`config.mk`:
```
export PLATFORM = sky130hd
export DESIGN_NAME = scan_chain_driver
export DESIGN_NICKNAME = d
export VERILOG_FILES = /design/src/rtl/scan_chain_driver.sv
export SDC_FILE = /design/constraint.sdc
export NUM_CORES = 1
export LEC_CHECK = 0
export BUFFER_PORTS_ARGS = -buffer_cell sky130_fd_sc_hd__buf_2
export CORE_MARGIN = 2
export CORE_UTILIZATION = 30
export CTS_CLUSTER_SIZE = 40
export DETAILED_ROUTE_END_ITERATION = 8
export GPL_TIMING_DRIVEN = 0
export PLACE_DENSITY = 0.48
export SLEW_MARGIN = 15
export SYNTH_ARGS = -nofsm -noshare
export SYNTH_HDL_FRONTEND = slang
export SYNTH_SLANG_ARGS = --single-unit
```
`constraint.sdc`:
```
create_clock -name clk -period 2.4 [get_ports clk]
set_input_delay 0 -clock clk [delete_from_list [all_inputs] [get_ports clk]]
set_output_delay 0 -clock clk [all_outputs]
set_load 0.02 [all_outputs]
```
`src/rtl/scan_chain_driver.sv`:
```
// Scan-chain master: shifts command bytes LSB-first into the memory bank chain.
// Define SCAN_READBACK_EN to also return the bits falling out of the chain as response bytes.

module scan_chain_driver #(
   parameter int CHAIN_LEN = 144,
   parameter int CNT_W     = 8
) (
   input  logic       clk,
   input  logic       rst,
   input  logic       start,
   output logic       busy,
   output logic       done,
   input  logic       cmd_valid,
   output logic       cmd_ready,
   input  logic [7:0] cmd_data,
   output logic       rsp_valid,
   input  logic       rsp_ready,
   output logic [7:0] rsp_data,
   output logic       scan_enable,
   output logic       scan_data_out,
   input  logic       scan_data_in
);

   localparam int N_BYTES   = (CHAIN_LEN + 7) / 8;
   localparam int LAST_BITS = CHAIN_LEN - 8 * (N_BYTES - 1);

   localparam logic [CNT_W-1:0] LAST_BYTE     = CNT_W'(N_BYTES - 1);
   localparam logic [CNT_W-1:0] LAST_BIT_FULL = CNT_W'(7);
   localparam logic [CNT_W-1:0] LAST_BIT_TAIL = CNT_W'(LAST_BITS - 1);

   typedef enum logic [1:0] {IDLE, FETCH, SHIFT, DONE} state_t;

   state_t           state;
   state_t           state_nxt;
   logic [CNT_W-1:0] byte_cnt;
   logic [CNT_W-1:0] bit_cnt;
   logic [CNT_W-1:0] bit_end;
   logic [7:0]       tx_sh;
   logic             cmd_fire;
   logic             shift_end;

   // The final byte may be a partial burst of LAST_BITS cycles.
   assign bit_end   = (byte_cnt == LAST_BYTE) ? LAST_BIT_TAIL : LAST_BIT_FULL;
   assign shift_end = (state == SHIFT) && (bit_cnt == bit_end);
   assign cmd_fire  = cmd_valid && cmd_ready;

   always_ff @(posedge clk or negedge rst) begin
      if (!rst) state <= IDLE;
      else      state <= state_nxt;
   end

   always_comb begin
      state_nxt = state;
      case (state)
         IDLE:    if (start) state_nxt = FETCH;
         FETCH:   if (cmd_fire) state_nxt = SHIFT;
         SHIFT:   if (shift_end) state_nxt = (byte_cnt == LAST_BYTE) ? DONE : FETCH;
         DONE:    state_nxt = IDLE;
         default: state_nxt = IDLE;
      endcase
   end

   always_comb begin
      busy          = (state != IDLE);
      done          = (state == DONE);
      scan_enable   = (state == SHIFT);
      scan_data_out = (state == SHIFT) && tx_sh[0];
`ifdef SCAN_READBACK_EN
      // Only take a new byte once the response register is free by the end of its burst.
      cmd_ready     = (state == FETCH) && (!rsp_valid || rsp_ready);
`else
      cmd_ready     = (state == FETCH);
`endif
   end

   always_ff @(posedge clk or negedge rst) begin
      if (!rst) begin
         byte_cnt <= '0;
         bit_cnt  <= '0;
      end else begin
         if (state == IDLE && start) byte_cnt <= '0;
         else if (shift_end)         byte_cnt <= byte_cnt + CNT_W'(1);
         if (cmd_fire)               bit_cnt  <= '0;
         else if (state == SHIFT)    bit_cnt  <= bit_cnt + CNT_W'(1);
      end
   end

   always_ff @(posedge clk) begin
      if (cmd_fire)            tx_sh <= cmd_data;
      else if (state == SHIFT) tx_sh <= {1'b0, tx_sh[7:1]};
   end

`ifdef SCAN_READBACK_EN
   logic [7:0] rx_sh;
   logic [7:0] rx_nxt;

   always_comb begin
      rx_nxt                 = rx_sh;
      rx_nxt[bit_cnt[2:0]]   = scan_data_in;
   end

   always_ff @(posedge clk) begin
      if (cmd_fire)            rx_sh <= 8'h00;
      else if (state == SHIFT) rx_sh <= rx_nxt;
   end

   // A byte loading on the same edge as a consumer pop wins over the clear.
   always_ff @(posedge clk or negedge rst) begin
      if (!rst) begin
         rsp_valid <= 1'b0;
         rsp_data  <= 8'h00;
      end else if (shift_end) begin
         rsp_valid <= 1'b1;
         rsp_data  <= rx_nxt;
      end else if (rsp_ready) begin
         rsp_valid <= 1'b0;
      end
   end
`else
   logic unused_readback;

   assign rsp_valid       = 1'b0;
   assign rsp_data        = 8'h00;
   assign unused_readback = &{1'b0, scan_data_in, rsp_ready};
`endif

endmodule

```
* Word level (Yosys, flattened, before mapping)
Index checks and enable logic that the tools add are counted.
Storage, ports and cells: register bits 26, input bits 14, output and inout port bits 14, logic and storage cells 34
Operators by class: $add $sub $neg 2, equality and inequality tests 8, mux-type cells 11, reduce and logical (&&, ||, !) cells 9
Operators with widths (number):
- $mux 8 | 6
- $add 8x1->8 const B | 2
- $eq 8x3->1 const B | 1
- $eq 8x5->1 const B | 1
- $mux 2 | 4
- $pmux 2 s4 | 1
- $reduce_bool 2->1 | 3
- $eq 2x2->1 const B | 2
- $logic_and 1x1->1 | 4
- $ne 2x1->1 const B | 2
- $reduce_and 3->1 | 1
- $eq 2x1->1 const B | 1
- $logic_not 2->1 | 1
- $ne 2x2->1 const B | 1

* Logic depth before layout (Yosys ltp)
Gate-level depths: netlist of run 1.
word-level depth 4, gate-level depth with buffers 6, mapped depth without buffers 5

* Worst setup path after synthesis of run 1
OpenSTA, ideal clock, no wires.
path kind register to register, start point register state[0], end point register tx_sh[3], data pin, library setup time 260 ps, arrival 1542 ps, data required time 2140 ps, setup slack 599 ps, stages on the path, launching flop included 5, buffers on the path 1, clock period less this slack 1801 ps, cells stage by stage dfrtp_1 nor2b_1 nand2_1 buf_1 mux2_2
On the way: word-level cells in the longest chain between the ends 3
RTL lines:
- start, declared | RTL line 33 | state_t state;
- start signal, assigned | RTL line 49 | else state <= state_nxt;
- $eq 2x1->1 | RTL line 72 | cmd_ready = (state == FETCH);
- net cmd_ready | RTL line 14 | output logic cmd_ready,
- $logic_and 1x1->1 | RTL line 45 | assign cmd_fire = cmd_valid && cmd_ready;
- $mux 8 | RTL line 89 | if (cmd_fire) tx_sh <= cmd_data;
- end signal, assigned | RTL line 89
- end signal, assigned | RTL line 90 | else if (state == SHIFT) tx_sh <= {1'b0, tx_sh[7:1]};
- end, declared | RTL line 38 | logic [7:0] tx_sh;
The timed path passes the listed nets, and every way through them passes these cells. A chain may end at the register's enable or synchronous reset.

* Worst setup path in the final report of run 1
start point register state[0], end point register tx_sh[4], data pin
On the way: word-level cells in the longest chain between the ends 3
RTL lines (RTL line):
- $eq 2x1->1 | 72
- $logic_and 1x1->1 | 45
- $mux 8 | 89
Every way passes these cells.

==> run_results.csv, run 1 <==
group,metric,value,unit
status,status,"complete, no violations",
hold_path,min_from,"cmd_data[2]",
worst_setup_path,cpPeakStageDelay,0.45,ns
global_routing,antenna_found_initial,0,
pwr,ir_worst_vdd,0.000347,V
worst_setup_path,timing.rr.start,"state[0]",
worst_setup_path,regToRegSetupSlack,0.52,ns
floorplan,row_count,24,
placement,port_buffers,16,
routing,vias,996,
clocking,hold_buffers,1,
timing,period_share,78.3,%
synth,synth_top_area_share,32.4,%
layout,fill_cells,466,
worst_setup_path,timing.rr.end,"tx_sh[4]",
synth,synth-edff-count,8,
pwr,p_leak,0.751,nW
hold_path,min_path_cells,2,
hold_path,hp-class,"in -> reg",
timing,period_minus_slack,1.88,ns
floorplan,initial_core_util,31.5,%
clocking,cts_setup_buffers,0,
placement,dpl_cell_area,0.00157,mm²
synth,netlist_area,0.00139,mm²
global_routing,grt_util_met3,3.33,%
clocking,cts_tree,"done",
clocking,htreeDepth,1,
worst_setup_path,worstPathMaxFanout,10,
global_routing,grt_use_met2,17.8,%
pwr,p_int,0.853,mW
worst_setup_path,worstSetupStartpointType,"flop",
synth,yosys_warnings,0,
routing,dr.first_iter.drc_count,27,
timing,slew_violations,0,
pwr,pwr-share-clk,19.3,%
pwr,switching_share,33.6,%
floorplan,core_area,0.00441,mm²
layout,drive_above_1_share,26.6,%
pwr,pwr-share-comb,31.2,%
routing,wl_per_cell,12.9,µm
synth,syn_inst,129,
clocking,cts_root_buf,"clkbuf_8",
timing,hold_viol,0,
timing,worst_hold_slack,0.0306,ns
synth,yosys_register_bits,26,
global_routing,grt_use_met1,15.9,%
timing,fmax,532,MHz
floorplan,die_w,72.1,µm
clocking,clk_latency,0.26,ns
clocking,cts_resized,0,
global_routing,top_usage_layer,"met2",
layout,antenna_cells,0,
placement,place_hpwl,2050,µm
pwr,powerDensity,793,mW/mm²
timing,rsz0062_at_grt,"false",
synth,synth.distinct_cells,38,
synth,postSynthAreaPerCell,10.8,µm²
worst_setup_path,crit_path_end_kind,"flop",
global_routing,grt_max_degree,19,
layout,stdcell_area,0.00162,mm²
synth,synth_area_leaders,"dfrtp_1 (32%), edfxtp_1 (17%), mux2_2 (5.7%), buf_4 (4.9%), mux2i_1 (4.3%)",
synth,async_flop_share,69.2,%
hold_path,holdPathEnd,"tx_sh[2]",
pwr,p_total,1.28,mW
worst_setup_path,worstPathArrival,1.90,ns
floorplan,ios,28,
routing,drtPass1Iterations,4,
worst_setup_path,worstSetupPathType,"reg -> reg",
clocking,clkSlewWorstSetupHoldPaths,0.09,ns
global_routing,grt_pass1_wl,4640,µm
timing,tns,0,ns
layout,final_nets,176,
layout,final_core_util,36.7,%
routing,remaining_drc_errors,0,
floorplan,dieArea,0.00519,mm²
layout,area_growth,16.6,%
global_routing,track_usage,11.4,%
pwr,p_switching,0.432,mW
timing,maxSlewHeadroom,35.6,%
synth,synth_seq_area_share,49.7,%
synth,yosysTopAreaCell,"dfrtp_1",
timing,finClkSkew,0.00208,ns
clocking,cts_buffer_depth,2,
routing,wirelength,2700,µm
pwr,power_frac_seq,49.5,%
worst_setup_path,path_cells,"nor2b_1 -> nand2_1 -> buf_1 -> mux2_2",
placement,gp_congestion,0.779,
timing,worstMarginPinSlew,0.964,ns
floorplan,die_height,72.1,µm
flow_run,max-cap-violations,0,
global_routing,grt_pass1_vias,963,
worst_setup_path,crit_slowest_cell,"dfrtp_1",
synth,synth_ff_type,"dfrtp_1",
clocking,cts_sinks,26,
worst_setup_path,required,2.42,ns
global_routing,grt.overflow.total,0,
clocking,cts_buffers,3,
routing,detail_route.vias_per_cell,4.74,
timing,setup_viol,0,
worst_setup_path,r2r_cells,4,
routing,ant_nets,0,
==> metal layers <==
metal | up-vias | wire [µm]
met4 | 0 | 11
met1 | 475 | 1270
li1 | 495 | -
met2 | 24 | 1300
met5 | - | 0
met3 | 2 | 125
==> synthesized netlist by cell type (2+ instances only) <==
master,count
nand4_1,3
nand3_1,5
and2_1,3
buf_4,9
mux2i_1,6
nand2_1,11
inv_1,4
edfxtp_1,8
nor2_1,7
ha_1,3
xor2_1,2
and3_1,4
a31oi_1,2
dfrtp_1,18
a21oi_1,3
o21ai_0,8
or3_1,2
xnor2_1,2
mux2_2,7
nor2b_1,2
nand2b_1,3
==> logic make-up (layout without fill, tap and decap cells) <==
| kind of cell | after synthesis | count (layout) | synth area share, % |
|---|---|---|---|
| DFF | 26 | 26 | 49.7 |
| muxes | 13 | 13 | 9.99 |
| other | 1 | 9 | 0.270 |
| buffers and inverters | 16 | 37 | 6.84 |
| xor gates and xnor gates | 4 | 4 | 2.52 |
| adders and majority gates | 3 | 3 | 2.70 |
| and+or+nand+nor | 51 | 51 | 22.1 |
| AOI/OAI and AO/OA | 15 | 15 | 5.94 |
==> sequential cells by signal, indices dropped and copies added (netlist names) <==
signal / flops
bit_cnt: 8
tx_sh: 8
state: 2
byte_cnt: 8
==> stage by stage <==
step | setup WS [ns] | std cells
global route | 0.404 | 210
finish | 0.522 | 210
CTS | 0.477 | 210
global placement | 0.535 | 205
detailed placement | 0.487 | 205
floorplan | 0.599 | 137
==> worst max-delay path: cells and delay by family (launching register included) <==
family                 cells  cell delay, ns
buffers and inverters      1            0.43
flip-flops                 1            0.45
multiplexers               1            0.39
AND/OR/NAND/NOR            2            0.37
==> worst max-delay path by stage <==
stage	start	endpoint	cells after the start
after floorplan	state[0]	tx_sh[3]	4
after global placement	state[0]	tx_sh[6]	4
after detailed placement	state[0]	tx_sh[4]	4
after CTS	state[0]	tx_sh[4]	4
after global routing	state[0]	tx_sh[4]	4
final	state[0]	tx_sh[4]	4
==> placed cells by master (no fill, tap or decap), drive strengths merged, types with 2 or more instances in the layout <==
| cell type | n |
|---|---|
| ha | 3 |
| conb | 9 |
| mux2 | 7 |
| a31oi | 2 |
| nand2 | 11 |
| buf | 27 |
| edfxtp | 8 |
| a21oi | 3 |
| nor2b | 2 |
| nand2b | 3 |
| mux2i | 6 |
| clkbuf | 3 |
| nor2 | 7 |
| inv | 5 |
| o21ai | 8 |
| nand3 | 5 |
| xnor2 | 2 |
| and2 | 3 |
| or3 | 2 |
| dfrtp | 18 |
| xor2 | 2 |
| nor3 | 2 |
| nand4 | 3 |
| and3 | 4 |
==> cell type report <==
class                   count  area [µm²]  share of cell area [%]
flip-flops and latches     26         691                    42.6
multi-input cells          95         634                    39.2
repair buffers             17        90.1                    5.56
plain buffers              11        76.3                    4.71
well taps                  52        65.1                    4.02
clock buffers               3        41.3                    2.55
inverters                   5        18.8                    1.16
clock inverters             1        3.75                   0.232
==> power groups by stage <==
stage / Sequential [mW] / Clock (mW) / Combinational, mW
2_1_floorplan: 0.627 / 0 / 0.297
6_report: 0.636 / 0.247 / 0.401
4_1_cts: 0.638 / 0.260 / 0.409
5_1_grt: 0.650 / 0.284 / 0.451
3_5_place_dp: 0.646 / 0 / 0.407
3_3_place_gp: 0.641 / 0 / 0.396
(Power assumes the default switching activity.)
==> run 2: changes to the inputs <==
==> constraint.sdc (replaced) <==
create_clock -name clk -period 1.8 [get_ports clk]
set_input_delay 0 -clock clk [delete_from_list [all_inputs] [get_ports clk]]
set_output_delay 0 -clock clk [all_outputs]
set_load 0.02 [all_outputs]
==> run 2 against run 1 <==
- clock power grew 96%
- sequential power up 34%
- fmax rose by 9.2%
- clock skew down 0.0011 ns
- cell area increased by 3.1%
- register-to-register slack got worse by 0.44 ns
- count of clock-buffer cells in the layout unchanged
- sequential share of layout area down 1.2 points
- global-route usage down 0.30 points
- first-iteration DRC count grew 22%
- largest power group unchanged
- critical path depth is the same
- power up 46%
- critical endpoint is now byte_cnt[7]
==> run_results.csv, run 2 (synthesis results as in run 1) <==
group,metric,value,unit
routing,ant_nets,0,
layout,reg.largest.list,"bit_cnt: 8 flops, byte_cnt: 8 flops, tx_sh: 8 flops",
layout,stdcell_area,0.00167,mm²
routing,remaining_drc_errors,0,
floorplan,ios,28,
timing,setup_viol,0,
global_routing,grt_max_degree,19,
floorplan,die_w,72.1,µm
timing,fmax,581,MHz
routing,dr.first_iter.drc_count,33,
layout,drive_above_1_share,31.0,%
floorplan,row_count,24,
floorplan,initial_core_util,31.5,%
placement,gp_congestion,0.751,
worst_setup_path,worstPathArrival,1.89,ns
worst_setup_path,required,1.97,ns
pwr,p_leak,0.766,nW
timing,period_minus_slack,1.72,ns
worst_setup_path,crit_slowest_cell,"or4_4",
layout,seq_area,692,µm²
clocking,cts_root_buf,"clkbuf_8",
timing,period_share,95.6,%
worst_setup_path,path_cells,"or4_4 -> nor4_4 -> a21oi_1 -> a31o_1",
global_routing,track_usage,11.1,%
hold_path,hp-class,"in -> reg",
layout,multiInputGateArea,651,µm²
worst_setup_path,worstSetupPathType,"reg -> reg",
flow_run,max-cap-violations,0,
routing,vias,987,
clocking,cts_tree,"done",
layout,antenna_cells,0,
layout,stdcell_count,210,
timing,maxSlewHeadroom,63.6,%
pwr,ir_worst_vdd,0.000387,V
timing,finClkSkew,0.000990,ns
placement,place_hpwl,1970,µm
floorplan,die_height,72.1,µm
clocking,cts_buffer_depth,2,
global_routing,grt.overflow.total,0,
floorplan,dieArea,0.00519,mm²
layout,area_growth,20.2,%
global_routing,antenna_found_initial,0,
timing,tns,0,ns
timing,setup_slack,0.0791,ns
global_routing,grt_pass1_vias,945,
layout,fill_cells,445,
routing,drtPass1Iterations,4,
status,status,"complete, no violations",
floorplan,core_area,0.00441,mm²
worst_setup_path,worstPathMaxFanout,8,
layout,final_nets,176,
routing,wirelength,2640,µm
worst_setup_path,crit_path_end_kind,"flop",
placement,dpl_cell_area,0.00157,mm²
timing,slew_violations,0,
pwr,powerDensity,1130,mW/mm²
global_routing,grt_pass1_wl,4440,µm
placement,dpl.cell_count,205,
routing,wl_per_cell,12.6,µm
worst_setup_path,worstSetupStartpointType,"flop",
placement,port_buffers,16,
timing,hold_viol,0,
clocking,cts_sinks,26,
timing,worstMarginPinSlew,0.544,ns
timing,rsz0062_at_grt,"true",
clocking,clk_latency,0.27,ns
clocking,htreeDepth,1,
clocking,cts_buffers,3,
worst_setup_path,cpPeakStageDelay,0.61,ns
layout,final_cell_mix,"buf_2 (17), dfrtp_1 (17), nand2_1 (10), buf_4 (10), conb_1 (9)",
routing,detail_route.vias_per_cell,4.70,
placement,place_ws,-0.0649,ns
pwr,p_total,1.88,mW
clocking,clkSlewWorstSetupHoldPaths,0.09,ns
run 2: repair_timing:
item / CTS / global route
gates resized for setup: 1 / 5
endpoints found under the hold margin: 18 / 0
cloned: 0 / 0
pin swaps: 1 / 1
buffers inserted: 0 / 1
hold buffers: 1 / 0
setup endpoints to repair: 5 / 14
run 2: power by group:
part	switching, mW	internal (mW)	leakage, nW
Combinational	0.329	0.217	0.410
Clock	0.186	0.297	0.0357
Sequential	0.0752	0.775	0.321
Total	0.591	1.29	0.766
run 2: final cells by class:
class	instances	share of cell area (%)
Clock inverter	1	1.80
Clock buffer	3	2.47
Timing Repair Buffer	18	5.84
Tap cell	52	3.90
Multi-Input combinational cell	95	39.0
Buffer	10	4.34
Inverter	5	1.27
Sequential cell	26	41.4
run 2: path summary, 6_finish.rpt:
check,from,endpoint,slack [ns],cells after the start
min in group asynchronous,rst,byte_cnt[6],0.19,2
worst max register to register,bit_cnt[4],byte_cnt[7],0.08,4
worst min register to register,bit_cnt[7],bit_cnt[7],0.50,1
worst max-delay path,bit_cnt[4],byte_cnt[7],0.08,4
worst min-delay path,cmd_data[5],tx_sh[5],0.03,2
max in group asynchronous,rst,state[0],1.30,2
run 2: routing by layer:
layer | up-vias | wire (µm) | global-route usage [%]
met4 | 0 | 40 | 4.40
met5 | - | 0 | 0
met3 | 5 | 84 | 2.50
met2 | 13 | 1280 | 18.2
met1 | 467 | 1240 | 14.1
li1 | 502 | - | -
run 2: critical path, delay by kind of cell (launching register included):
family	cells	cell delay [ns]
simple gates	2	0.85
compound gates	2	0.31
flops	1	0.45
run 2: through the flow:
stage	util, %	hold WS [ns]
2_1_floorplan	-	-0.296
3_3_place_gp	35.5	-0.0465
3_5_place_dp	35.5	-0.0381
4_1_cts	37.4	0.0162
5_1_grt	37.8	0.00981
6_report	37.8	0.0271
